==> src/rtl/fb_swap_arbiter.sv <==
// Round-robin two-requester write arbiter into a double-buffered frame buffer,
// with bank swap deferred to the next new-frame pulse.
module fb_swap_arbiter #(
    parameter int ADDR_W   = 16,
    parameter int DATA_W   = 16,
    parameter int FB_DEPTH = 57600
) (
    input  logic              clk_in,
    input  logic              rst_in,
    input  logic [1:0]        req_valid_in,
    input  logic [ADDR_W-1:0] req_addr0_in,
    input  logic [ADDR_W-1:0] req_addr1_in,
    input  logic [DATA_W-1:0] req_data0_in,
    input  logic [DATA_W-1:0] req_data1_in,
    output logic [1:0]        req_ready_out,
    output logic              wr_en_out,
    output logic [ADDR_W:0]   wr_addr_out,
    output logic [DATA_W-1:0] wr_data_out,
    input  logic              swap_req_in,
    input  logic              nf_in,
    output logic              front_sel_out,
    output logic              swap_busy_out,
    output logic              swap_done_out,
    output logic              drop_out
);

    typedef enum logic {IDLE, SWAP_PEND} state_t;

    localparam logic [ADDR_W:0] DEPTH = (ADDR_W + 1)'(FB_DEPTH);

    state_t            state, state_next;
    logic              ptr;
    logic [1:0]        grant;
    logic              fire;
    logic              sel;
    logic              swap_fire;
    logic              in_range;
    logic [ADDR_W-1:0] sel_addr;
    logic [DATA_W-1:0] sel_data;

    always_ff @(posedge clk_in or negedge rst_in) begin
        if (!rst_in) state <= IDLE;
        else         state <= state_next;
    end

    always_comb begin
        state_next = state;
        grant      = '0;
        swap_fire  = 1'b0;
        case (state)
            IDLE: begin
                if (req_valid_in[ptr])       grant[ptr]  = 1'b1;
                else if (req_valid_in[~ptr]) grant[~ptr] = 1'b1;
                if (swap_req_in) state_next = SWAP_PEND;
            end
            SWAP_PEND: begin
                if (nf_in) begin
                    state_next = IDLE;
                    swap_fire  = 1'b1;
                end
            end
            default: state_next = IDLE;
        endcase
    end

    assign fire     = |grant;
    assign sel      = grant[1];
    assign sel_addr = sel ? req_addr1_in : req_addr0_in;
    assign sel_data = sel ? req_data1_in : req_data0_in;
    assign in_range = {1'b0, sel_addr} < DEPTH;

    // Grant is combinational, so it must be masked explicitly while reset is held.
    assign req_ready_out = rst_in ? grant : '0;
    assign swap_busy_out = (state == SWAP_PEND);

    always_ff @(posedge clk_in or negedge rst_in) begin
        if (!rst_in) begin
            ptr           <= 1'b0;
            front_sel_out <= 1'b0;
            swap_done_out <= 1'b0;
            wr_en_out     <= 1'b0;
            drop_out      <= 1'b0;
            wr_addr_out   <= '0;
            wr_data_out   <= '0;
        end else begin
            if (fire) ptr <= ~sel;
            front_sel_out <= front_sel_out ^ swap_fire;
            swap_done_out <= swap_fire;
            wr_en_out     <= fire & in_range;
            drop_out      <= fire & ~in_range;
            // Bank bit samples front_sel_out before any toggle on this same edge.
            if (fire && in_range) begin
                wr_addr_out <= {~front_sel_out, sel_addr};
                wr_data_out <= sel_data;
            end
        end
    end

endmodule

==> config.mk <==
export PLATFORM = sky130hd
export DESIGN_NAME = fb_swap_arbiter
export DESIGN_NICKNAME = d
export VERILOG_FILES = /design/src/rtl/fb_swap_arbiter.sv
export SDC_FILE = /design/constraint.sdc
export NUM_CORES = 1
export LEC_CHECK = 0
export BUFFER_PORTS_ARGS = -buffer_cell sky130_fd_sc_hd__buf_2
export CAP_MARGIN = 20
export CELL_PAD_IN_SITES_DETAIL_PLACEMENT = 1
export CELL_PAD_IN_SITES_GLOBAL_PLACEMENT = 1
export CORE_MARGIN = 8
export CORE_UTILIZATION = 29
export DETAILED_ROUTE_END_ITERATION = 12
export GPL_ROUTABILITY_DRIVEN = 0
export PLACE_DENSITY_LB_ADDON = 0.3
export SYNTH_ARGS = -nofsm -noshare
export SYNTH_HDL_FRONTEND = slang
export SYNTH_SLANG_ARGS = --single-unit
export TNS_END_PERCENT = 50
==> constraint.sdc <==
create_clock -name clk_in -period 6.1 [get_ports clk_in]
set_input_delay 0.305 -clock clk_in [delete_from_list [all_inputs] [get_ports clk_in]]
set_output_delay 0.305 -clock clk_in [all_outputs]
set_load 0.05 [all_outputs]
==> summary.md <==
| Metric | Value |
|---|---|
| Share of layout cells above drive strength 1 | 72.5% |
| CTS Root Cell | clkbuf_8 |
| Post-DP HPWL | ~4.4 mm |
| Hold Fails Final Rpt | 0 |
| Hold Crit Class | in -> async |
| Vias | between 1500 and 2000 |
| # setup viols final | 0 |
| GRT Total Usage | 11.7% |
| Core area | approximately 6700 sq um |
| Synth warnings | 0 |
| Top-count cell post-synth | mux2_2 |
| Slew HR | 41.9% |
| Min Tclk post-route | around 3000 ps |
| Slew Viols, Final | 0 |
| Drt wl/cell | 16.7 microns |
| Clk_skew | slightly below 10 ps |
| Net Count, Synth | 209 |
| CP max-delay cell | a221oi_4 |
| Clock Tree Buf Depth | 2 |
| EDFF count, synth | 0 |
| FMAX | 0.324 GHz |
| RSZ-0062 raised after global routing | no |
| Die height | slightly below 100 microns |
| DRC | 0 |
| Synth unique cells | 24 |
| Clock transition at the registers of the reported paths | 80 ps |
| Max_cap viols | 0 |
| Vias in the first global route | 1808 |
| Pleak | roughly 1.3 nW |
| CTS Sinks | 39 |
| Die footprint | 9640 sq um |
| Total grt overflow | 0 |
| CP required | ~6300 ps |
| Post-Synthesis Cells | ~140 |
| Final ANT Viol Nets | 0 |
| Tcrit/Tclk final | 50.5% |
| Number of diodes | 0 |
| Worst Slack Setup Final | between 3000 and 4000 ps |
| Starting Density | 29.3% |
| Yosys top cell by area | dfrtp_1 |
| R2R depth | 5 |
| Largest net degree at the start of global routing | between 40 and 50 |
| Post-CTS sizing | 0 |
| Worst hold slack | around 74 ps |
| Dpl cells | between 300 and 400 |
| Syn Std Cell Area | roughly 2000 sq um |
| First-pass GRT wire length | ~9.2 mm |
| Post-synthesis sequential area ratio | between 40% and 50% |
| Reg2Reg Setup Slack | between 3000 and 4000 ps |
| Initial antenna violation count | 0 |
| Synth async-reset ratio | 100% |
| Setup WS pre-CTS | between 2000 and 3000 ps |
| DR iter-0 viols | 21 |
| Clock tree from TritonCTS | built |
| Worst EP arrival | about 3300 ps |
| Startpoint Class | flop |
| CTS Buf Count | 5 |
| Post-layout util | between 30% and 40% |
| Area contributors post-synth | dfrtp_1, mux2_2, mux2_4 |
| Crit end category | flop |
| Filler Cell Count | ~770 |
| Synth Flop Type | dfrtp_1 |
| Port bufs | roughly 110 |
| Synth top area share | between 40% and 50% |
| Status | finished, final reports clean |
| Post-cts hold buffer count | 0 |
| TritonRoute pass-1 iters | 2 |
| R2R Path End | wr_data_out[6] |
| Pwr per Cell Area | 381 nW/um^2 |
| Layout area overhead | 35.9% |
| Clk_lat worst skew | 290 ps |
| Routed WL | ~5.5 mm |
| Peak supply drop | ~140 uV |
| Worst r2r src | swap_busy_out |
| Synth Area per Inst | approximately 14 sq um |
| Num rows | 30 |
| Finished Layout Cells | about 330 |
| Worst path cell trace | nand2b_1 -> or2_2 -> a221oi_4 -> buf_4 -> mux2_2 |
| Critical Path Max Stage Delay | 900 ps |
| Setup CP Type | reg -> reg |
| Most frequent cells after synthesis | mux2_2, dfrtp_1, mux2_4, buf_6, nand2_1 |
| Htree depth | 2 |
| # IOs | 110 |
| # Post-CTS Setup Buffers | 0 |
| Drt via density | ~4.6 |
| CP Max Fanout | 35 |
| Worst-margin pin slew | 871 ps |
| Nets | between 300 and 400 |
| Die X | just under 100 microns |
| Setup TNS | 0 ps |
| Yosys reg bits | 39 |
==> stage by stage <==
stage	instance area, sq um	power [mW]
after global placement	2560	0.829
after CTS	2660	1.03
after floorplan	1960	0.710
final	2660	1.01
after detailed placement	2560	0.836
after global routing	2660	1.07
==> how the worst max path moves through the flow <==
stage,slack (ps),to,startpoint,cells after the start
4_1_cts,2920,wr_data_out[6],swap_busy_out,5
5_1_grt,2780,wr_data_out[1],swap_busy_out,5
6_report,3020,wr_data_out[6],swap_busy_out,5
2_1_floorplan,3690,req_ready_out[1],swap_busy_out,5
3_3_place_gp,3040,wr_addr_out[15],swap_busy_out,5
3_5_place_dp,2940,wr_data_out[6],swap_busy_out,5
==> power by group <==
group,switching (mW),internal [mW]
clock,0.0860,0.103
sequential,0.0355,0.324
combinational,0.322,0.143
==> cell type report <==
cell class / instances / area, sq um / area share [%]
Tap cell: 80 / 100 / 3.76
Sequential cell: 39 / 976 / 36.7
Clock buffer: 8 / 100 / 3.76
Timing Repair Buffer: 111 / 561 / 21.1
Inverter: 3 / 11.3 / 0.423
Multi-Input combinational cell: 90 / 913 / 34.3
==> sequential cells by signal, summed over array words and instances (netlist names) <==
signal	cells
wr_data_out	16
ptr	1
wr_en_out	1
front_sel_out	1
drop_out	1
swap_done_out	1
swap_busy_out	1
wr_addr_out	17
==> cell usage in the layout, fill, tap and decap left out <==
cell	count
buf_2	109
mux2_2	55
dfrtp_1	39
mux2_4	7
clkbuf_8	7
nand2_1	4
inv_1	3
nor2_1	3
nor3_1	3
nand2b_1	2
nand3_1	2
a21oi_1	2
mux2i_1	2
buf_4	2
a211oi_1	1
and2b_1	1
or2_2	1
and2_1	1
xor2_1	1
o21bai_1	1
a221oi_4	1
o21ai_0	1
mux2_1	1
o22a_1	1
clkbuf_1	1
==> routing by layer <==
metal	GRT usage, %	wire (microns)	vias to the layer above
met1	13.6	2430	732
met3	6.69	636	6
met2	18.1	2400	76
li1	-	-	718
met5	0	0	-
met4	3.19	53	0
==> cell families after synthesis <==
group / count (synthesis) / share of synthesized area (%)
muxes: 65 / 38.6
and+or+nand+nor: 17 / 4.28
AOI/OAI and AO/OA: 7 / 3.32
DFF: 39 / 49.8
buffers and inverters: 10 / 3.51
xor gates and xnor gates: 1 / 0.447
==> worst max-delay path, delay by kind of cell (launching register included) <==
family	cells	cell delay (ps)
mux	1	370
buf+inv	1	430
compound gates	1	900
simple gates	2	810
flops	1	430
Power figures use the tool's default switching activity.
